--- config.mk ---
export PLATFORM = sky130hd
export DESIGN_NAME = shared_rand_gen
export DESIGN_NICKNAME = d
export VERILOG_FILES = /design/src/rtl/shared_rand_gen.sv
export SDC_FILE = /design/constraint.sdc
export NUM_CORES = 1
export LEC_CHECK = 0
export ABC_CLOCK_PERIOD_IN_PS = 2300
export CORE_AREA = 8 8 90 92
export CTS_BUF_LIST = sky130_fd_sc_hd__clkbuf_16
export DETAILED_ROUTE_END_ITERATION = 8
export DIE_AREA = 0 0 98 100
export GPL_TIMING_DRIVEN = 1
export PLACE_DENSITY_LB_ADDON = 0.15
export SYNTH_ARGS = -nofsm -noshare
export SYNTH_HDL_FRONTEND = slang
export SYNTH_SLANG_ARGS = --single-unit
--- constraint.sdc ---
create_clock -name ClkxCI -period 2.3 [get_ports ClkxCI]
set_clock_uncertainty 0.2 [all_clocks]
set_input_delay 0.46 -clock ClkxCI [delete_from_list [all_inputs] [get_ports ClkxCI]]
set_output_delay 0.46 -clock ClkxCI [all_outputs]
set_load 0.02 [all_outputs]
--- src/rtl/shared_rand_gen.sv ---
// Fresh-randomness source for DOM-masked GF(2^2) multipliers: seeded 32-bit
// Fibonacci LFSR unrolled ZW steps per cycle, with seed handshake, warm-up and reseed request.
module shared_rand_gen #(
  parameter  int SHARES          = 3,
  parameter  int WARMUP          = 64,
  parameter  int RESEED_INTERVAL = 1024,
  localparam int ZW              = SHARES * (SHARES - 1)
) (
  input  logic          ClkxCI,
  input  logic          RstxBI,
  input  logic [31:0]   SeedxDI,
  input  logic          SeedValidxSI,
  output logic          SeedReadyxSO,
  input  logic          EnxSI,
  output logic [ZW-1:0] _ZxDO,
  output logic          ValidxSO,
  output logic          ReseedReqxSO
);

  localparam int WCW = (WARMUP > 0) ? $clog2(WARMUP + 1) : 1;
  localparam int OCW = (RESEED_INTERVAL > 0) ? $clog2(RESEED_INTERVAL + 1) : 1;

  typedef enum logic [1:0] {ST_IDLE, ST_WARM, ST_RUN} state_e;

  state_e         state_q;
  logic [31:0]    lfsr_q, lfsr_d, seed_fix;
  logic [ZW-1:0]  z_q, fb_d;
  logic [WCW-1:0] wcnt_q;
  logic [OCW-1:0] ocnt_q, ocnt_d;
  logic           valid_q, req_q, xfer;

  // ZW chained steps; each step's feedback bit is also an output bit
  always_comb begin
    lfsr_d = lfsr_q;
    fb_d   = '0;
    for (int i = 0; i < ZW; i++) begin
      fb_d[i] = lfsr_d[31] ^ lfsr_d[21] ^ lfsr_d[1] ^ lfsr_d[0];
      lfsr_d  = {lfsr_d[30:0], fb_d[i]};
    end
  end

  assign SeedReadyxSO = (state_q != ST_WARM);
  assign xfer         = SeedValidxSI & SeedReadyxSO;
  assign seed_fix     = (SeedxDI == 32'h0) ? 32'h1 : SeedxDI;
  assign ocnt_d       = (ocnt_q == OCW'(RESEED_INTERVAL)) ? ocnt_q : ocnt_q + 1'b1;

  always_ff @(posedge ClkxCI or negedge RstxBI) begin
    if (!RstxBI) begin
      state_q <= ST_IDLE;
      lfsr_q  <= '0;
      wcnt_q  <= '0;
      ocnt_q  <= '0;
      z_q     <= '0;
      valid_q <= 1'b0;
      req_q   <= 1'b0;
    end else if (xfer) begin
      // seed beats EnxSI; the accepting cycle produces no output
      lfsr_q  <= seed_fix;
      wcnt_q  <= WCW'(WARMUP);
      ocnt_q  <= '0;
      z_q     <= '0;
      valid_q <= 1'b0;
      req_q   <= 1'b0;
      state_q <= (WARMUP == 0) ? ST_RUN : ST_WARM;
    end else begin
      case (state_q)
        ST_WARM: begin
          lfsr_q <= lfsr_d;
          wcnt_q <= wcnt_q - 1'b1;
          if (wcnt_q == WCW'(1)) state_q <= ST_RUN;
        end
        ST_RUN: begin
          if (EnxSI) begin
            lfsr_q  <= lfsr_d;
            z_q     <= fb_d;
            valid_q <= 1'b1;
            ocnt_q  <= ocnt_d;
            if (RESEED_INTERVAL != 0 && ocnt_d == OCW'(RESEED_INTERVAL)) req_q <= 1'b1;
          end
        end
        ST_IDLE: ;
        default: state_q <= ST_IDLE;
      endcase
    end
  end

  assign _ZxDO        = z_q;
  assign ValidxSO     = valid_q;
  assign ReseedReqxSO = req_q;

endmodule
==> results.md <==
- Vias per cell: 5.473
- Minimum setup slack in the final design: 49.31 ps
- Die outline height: 100 um
- Outcome: finished clean
- Top delay family on crit path: buffers and inverters
- Highest net fanout along the worst path: 18
- Number of max-slew violations in the final report: 0
- Worst setup path startpoint: SeedxDI[0]
- EDFF count, synth: 0
- Startpoint of the worst register-to-register path: ocnt_q[0]$_DFFE_PN0P_
- Total CTS buffers: 9
- Period minus WS final: 2251 ps
- Level count of the clock H-tree: 3
- Startpoint-to-endpoint class of the critical path: input pin to flop
- Largest cells by area after synthesis: sky130_fd_sc_hd__dfrtp_1 (47%), sky130_fd_sc_hd__nor2_1 (6.9%), sky130_fd_sc_hd__nand2_1 (4.8%)
- Filler cell count in the final layout: 560
- Pin count of the biggest net entering global routing: 61
- Total Negative Setup Slacks: 0 ps
- Post-Route M1 WL: 3892 um
- Hold violation count in the final report: 0
- Detailed-routed wire length on met2: 3755 um
- Synth-to-Final Area Change: 35.48%
- Share of synthesized flip-flops with an asynchronous set or reset: 100.0%
- Slowest stage cell on the critical path: sky130_fd_sc_hd__clkdlybuf4s50_1
- Net count of the mapped netlist: 389
- Clock network fraction of design power: around 52%
- Flop pwr share: 42.8%
- Type of destination of the critical path: flop
- # DRC: 0
- Cell chain of the critical path: clkdlybuf4s50_1, nor4_2, nand4_1, o21a_2, buf_12, a22oi_1, a21oi_1
- Clock edge transition at the registers on the reported setup and hold paths: 50 ps
- Final Core Density: 65.44%
- Leakage power: 1.911 nW
- FMAX: around 0.44 GHz
- Kind of start point of the critical path: input pin
- Placement-stage worst setup slack: -307.4 ps
- Switching Fraction: 20.47%
- Detailed placer's ending HPWL: 5841 um
- Final setup vio count: 0
- Post-synth top area share: approximately 47%
- Wire length after detailed routing: 8158 um
- Final period util: roughly 98%
- Clock Root Buffer: sky130_fd_sc_hd__clkbuf_16
- Share of synthesized area occupied by flip-flops and latches: 46.78%
- Area of the core: between 6000 and 7000 um^2
- Area of the die: 9800 um^2
- Buffer depth of the longest clock path: 2
- Share of final-layout standard cells stronger than drive strength 1: 18.12%
- Worst ir drop on vdd: 298.7 uV
- Most frequent cells in the layout: sky130_fd_sc_hd__dfrtp_1 (60), sky130_fd_sc_hd__nor2_1 (59), sky130_fd_sc_hd__buf_4 (45), sky130_fd_sc_hd__clkdlybuf4s50_1 (42), sky130_fd_sc_hd__nand2_1 (40)
- CP peak stage delay: 480 ps
- GR Util All Layers: 17.34%
- Via count of the first global-routing pass: 2771
- Count of state elements after synthesis: 60
- Internal power component: 1.966 mW
- Combinational fraction of design power: 5.6%
- Arrival time at the worst endpoint: 2240 ps
- Worst Max-Slew Pin Slew: 395.8 ps
- First-pass GRT wire length: between 10000 and 15000 um
- Unique masters post-synth: 50
- Synthesized area: 3209 um^2
- I/O pin cnt: 45
- Number of optimization iterations in the first detailed-route pass: 5
- Average footprint of a synthesized cell: 9.196 um^2
- Placement Rows: 30
- Width of the die: roughly 98 um
- Overflow after GRT: 0
- Final Net Count: about 470
- 1st-iter DRT viols: 161
- Number of warnings printed during yosys synthesis: 0
- Worst Hold Launch: wcnt_q[5]$_DFFE_PN0P_
- WP buf/inv: 2
- Global placer's final weighted congestion: 0.8402
- Power density relative to cell area: 568.4 nW/um^2
- Total number of clock tree sinks: 60
- Hold crit path type: flop to flop
- Most common flop cell mapped by yosys: sky130_fd_sc_hd__dfrtp_1
- Per-cell routed wire length: 15.81 um
- Diodes inserted: 0
- Via count of the routed design: 2824
- Met3 Wirelength: 457 um
- Synthesized instance count: 349
- TritonCTS clock tree: built
- Required time of the critical path: 2290 ps
- P_sw: 0.5059 mW
- Number of maximum-capacitance violations: 0
- Post-detailed-route count of antenna-violating nets: 0
- Dominant cell type by area after synthesis: sky130_fd_sc_hd__dfrtp_1
- PortBufs: 44
- Antenna violations before repair: 0
- Highest routing layer actually used: met4
- Clock insertion delay at the later pin of the skew report: ~320 ps
- Worst slew margin: 73.41%
- Initial cell density of the core: 48.31%
- Most common library cell in the layout ignoring fill and taps: sky130_fd_sc_hd__dfrtp_1
-- logic make-up after synthesis --
family / Yosys count / share of synthesized area (%)
xor gates and xnor gates: 25 / 8.148
adders and majority gates: 4 / 1.560
and+or+nand+nor: 143 / 21.44
AOI/OAI and AO/OA: 86 / 16.96
DFF: 60 / 46.78
buffers and inverters: 30 / 4.795
muxes: 1 / 0.3119
-- flip-flops by register name (all words and copies together) (netlist names) --
signal        count
ReseedReqxSO      1
ValidxSO          1
_ZxDO             6
lfsr_q           32
ocnt_q           11
state_q           2
wcnt_q            7
-- layer usage --
layer,vias up,GRT usage (%)
li1,1398,-
met1,1350,23.44
met2,72,26.29
met3,4,4.913
met4,0,5.036
met5,-,0
-- worst register-to-register path, delay by kind of cell, from the launching register on --
| family | cells | cell delay (ps) |
|---|---|---|
| AO/OA/AOI/OAI | 2 | 450 |
| adder cells (fa/ha/maj) | 1 | 190 |
| buffers and inverters | 1 | 60 |
| flip-flops | 1 | 350 |
| AND/OR/NAND/NOR | 3 | 830 |
-- cell type report --
type,count,area [um^2],area share (%)
Sequential cell,60,1501,34.53
Multi-Input combinational cell,259,1590,36.58
Timing Repair Buffer,93,842.1,19.37
Clock inverter,7,58.81,1.353
Tap cell,80,100.1,2.302
Clock buffer,9,225.2,5.180
Inverter,8,30.03,0.6906
-- timing repair --
item                       CTS  global route
gates cloned                 0             0
hold endpoints to repair    60             0
resized for setup            1             7
pin swaps                    0             3
buffers inserted             0             1
setup endpoints to repair    1            19
hold buffers                 1             0
-- cell usage after synthesis (3+ instances only) --
library cell,instances
sky130_fd_sc_hd__a21oi_1,27
sky130_fd_sc_hd__a22oi_1,19
sky130_fd_sc_hd__a31oi_1,14
sky130_fd_sc_hd__buf_6,3
sky130_fd_sc_hd__clkbuf_1,14
sky130_fd_sc_hd__dfrtp_1,60
sky130_fd_sc_hd__ha_1,4
sky130_fd_sc_hd__inv_1,8
sky130_fd_sc_hd__nand2_1,41
sky130_fd_sc_hd__nand3_1,5
sky130_fd_sc_hd__nand4_1,6
sky130_fd_sc_hd__nor2_1,59
sky130_fd_sc_hd__nor3_1,6
sky130_fd_sc_hd__nor4_1,8
sky130_fd_sc_hd__o21ai_0,12
sky130_fd_sc_hd__xnor2_1,16
sky130_fd_sc_hd__xor2_1,6
-- power by group through the flow --
stage	sequential, mW	clock, mW	combinational (mW)
after floorplan	1.08	0	0.00322
after global placement	1.07	0	0.136
after detailed placement	1.07	0	0.135
after CTS	1.06	1.30	0.137
after global routing	1.06	1.34	0.150
final	1.06	1.28	0.138
-- stage by stage --
step | area [um^2] | hold slack (ps) | instances | power [mW]
6_report | 4348 | 266.5 | 516 | 2.471
5_1_grt | 4348 | 290.4 | 516 | 2.550
4_1_cts | 4307 | 269.1 | 515 | 2.490
2_1_floorplan | 3209 | -35.59 | 349 | 1.078
3_5_place_dp | 4014 | 262.2 | 498 | 1.210
3_3_place_gp | 4014 | 256.0 | 498 | 1.211
-- worst paths after layout --
path / to / slack, ps / cells past startpoint
setup / recovery: lfsr_q[28]$_DFFE_PN0P_ / 50 / 7
hold reg to reg: wcnt_q[5]$_DFFE_PN0P_ / 270 / 1
hold / removal: wcnt_q[5]$_DFFE_PN0P_ / 270 / 1
min in group asynchronous: ocnt_q[7]$_DFFE_PN0P_ / 490 / 3
setup reg to reg: ReseedReqxSO$_DFFE_PN0P_ / 120 / 7
max in group asynchronous: lfsr_q[6]$_DFFE_PN0P_ / 1150 / 3
Power figures use the tool's default switching activity.
==> RTL edit: new RTL, same settings <==
The 3 states of `state_e` get a one-hot encoding in 3 bits.
--- a/src/rtl/shared_rand_gen.sv
+++ b/src/rtl/shared_rand_gen.sv
@@ -20,7 +20,7 @@
   localparam int WCW = (WARMUP > 0) ? $clog2(WARMUP + 1) : 1;
   localparam int OCW = (RESEED_INTERVAL > 0) ? $clog2(RESEED_INTERVAL + 1) : 1;
 
-  typedef enum logic [1:0] {ST_IDLE, ST_WARM, ST_RUN} state_e;
+  typedef enum logic [2:0] {ST_IDLE = 3'b001, ST_WARM = 3'b010, ST_RUN = 3'b100} state_e;
 
   state_e         state_q;
   logic [31:0]    lfsr_q, lfsr_d, seed_fix;
Check against the original RTL: no difference found for any inputs over 10 cycles, from zero or initial values and one cycle with RstxBI low; not proved beyond that.
==> RTL edit against the original RTL <==
  * Highest routed layer unchanged
  * Utilization up 0.21 points
  * Design area up 0.32%
  * Sequential cell count up 1
  * Worst setup slack better by 0.12 ns
  * Cell count down 0.58%
  * Routed wire length down 1.1%
  * Area after synthesis up 2.7%
Power is not compared: it rests on default switching activity, and its combinational part moved more than twofold at a synthesized area within 25%.
==> RTL edit: results <==
[run_status]
status = "finished, final reports clean"

[setup_path]
max_stage_delay_ns = 0.45
cp-startpoint = "ocnt_q[0]"
worst_r2r_path_depth = 7
path_delay_family = "simple AND/OR/NAND/NOR gates"
endpoint = "ReseedReqxSO"
arrival_ns = 2.20
critPathSlowestCell = "dfrtp_1"
cp_max_fo = 6
ff2ff_setup_slack_ns = 0.17

[clocking]
h-tree-depth = 3
numCtsBuffers = 9
clkTransAtPathRegs_ns = 0.05
clkLatencyLatePin_ns = 0.33
cts-root-buf = "clkbuf_16"
clockBufferDepth = 2

[pwr]
internal_power_mw = 3.967
power.leakage_nw = 1.876
ir_worst_vdd_mv = 0.7805

[synth]
seq_area_frac_synth_pct = 46.36
synthArstFlopShare_pct = 100.0
yosysWarnings = 0
syn_nets = 400
synth_cell_type_count = 49
synth.top_cells.by_count = "60 x dfrtp_1, 56 x nor2_1, 42 x nand2_1"
ys_top_cells_by_area = "dfrtp_1 46%, nor2_1 6.4%, nand2_1 4.8%"

[finish]
drive_above_1_share_pct = 15.24
layout.nets = 468
regMostFlops = "lfsr_q"
largest_register_ffs = 32
top_regs = "lfsr_q: 32 flops, ocnt_q: 11 flops, wcnt_q: 7 flops"
n_antenna_cell = 0

[grt]
grt_max_degree = 50
grt_pass1_wl_mm = 13.86
track_usage_pct = 17.52
met2_usage_pct = 27.45
grt_pass1_vias = 2846
antenna_found_initial = 0
grt_use_met3_pct = 3.945
grt.met1_usage_pct = 22.43

[drt]
ant_nets = 0
routed_wl_mm = 8.065
first_pass_iters = 4
drtIter0Drc = 126
vias_per_cell = 5.550

[place]
hpwl_mm = 5.788
port_buffers = 44
place_congestion = 0.8477
dpl-instance-area_sq_mm = 0.003995

[timing]
tightest_slew_ns = 0.6104

[min_path]
min_path_type = "flop to flop"
-- RTL edit: repair_timing --
action / CTS / global route
resized for setup: 0 / 5
setup endpoints to repair: 1 / 17
endpoints found under the hold margin: 15 / 0
setup buffers: 1 / 0
hold buffers: 1 / 0
pin swaps: 1 / 0
-- RTL edit: worst min-delay path by stage --
stage            startpoint      endpoint  slack, ns  cells after the start
6_report           _ZxDO[3]      _ZxDO[3]       0.30                      2
5_1_grt        ReseedReqxSO  ReseedReqxSO       0.34                      1
4_1_cts            _ZxDO[3]      _ZxDO[3]       0.30                      2
3_5_place_dp         RstxBI     ocnt_q[3]       0.23                      1
3_3_place_gp         RstxBI     ocnt_q[4]       0.22                      1
2_1_floorplan        RstxBI  ReseedReqxSO      -0.04                      0
-- RTL edit: stage by stage --
stage	TNS [ns]	hold slack, ns	instances	setup WS [ns]	power (mW)
floorplan	0	-0.03559	360	0.4492	4.044
global placement	-3.989	0.2191	495	-0.2537	4.772
detailed placement	-3.705	0.2253	495	-0.2331	4.858
CTS	0	0.3049	513	0.009778	6.421
global route	0	0.3420	513	0.01555	6.848
finish	0	0.2988	513	0.1668	6.389
-- RTL edit: cells by family after synthesis --
| kind of cell | share of synthesized area (%) |
|---|---|
| muxes | 0.6075 |
| xor gates and xnor gates | 8.466 |
| and+or+nand+nor | 21.49 |
| DFF | 46.36 |
| AOI/OAI and AO/OA | 16.78 |
| adders and majority gates | 1.519 |
| buffers and inverters | 4.783 |
-- RTL edit: final cells by class --
class,instances,area [sq um]
flip-flops and latches,61,1528
repair buffers,80,748.2
clock buffers,9,225.2
clock inverters,7,106.4
well taps,80,100.1
fillers,544,2282
inverters,7,26.28
multi-input cells,269,1628
-- RTL edit: tightest hold or removal path: cells and delay by family, from the launching register on --
family	cells	cell delay, ns
and+or+nand+nor	1	0.06
DFF	1	0.34
AOI/OAI and AO/OA	1	0.07
-- RTL edit: layer usage --
metal	routed length [microns]	vias up
met5	0	-
met4	160	0
met3	323	15
met2	3848	61
met1	3733	1362
li1	-	1409
-- RTL edit: power groups by stage --
stage	Combinational, mW	Sequential (mW)	Clock (mW)
after CTS	3.08	1.82	1.52
after detailed placement	3.03	1.83	0
final	3.06	1.82	1.51
after global routing	3.41	1.87	1.57
after global placement	2.95	1.82	0
after floorplan	2.31	1.73	0
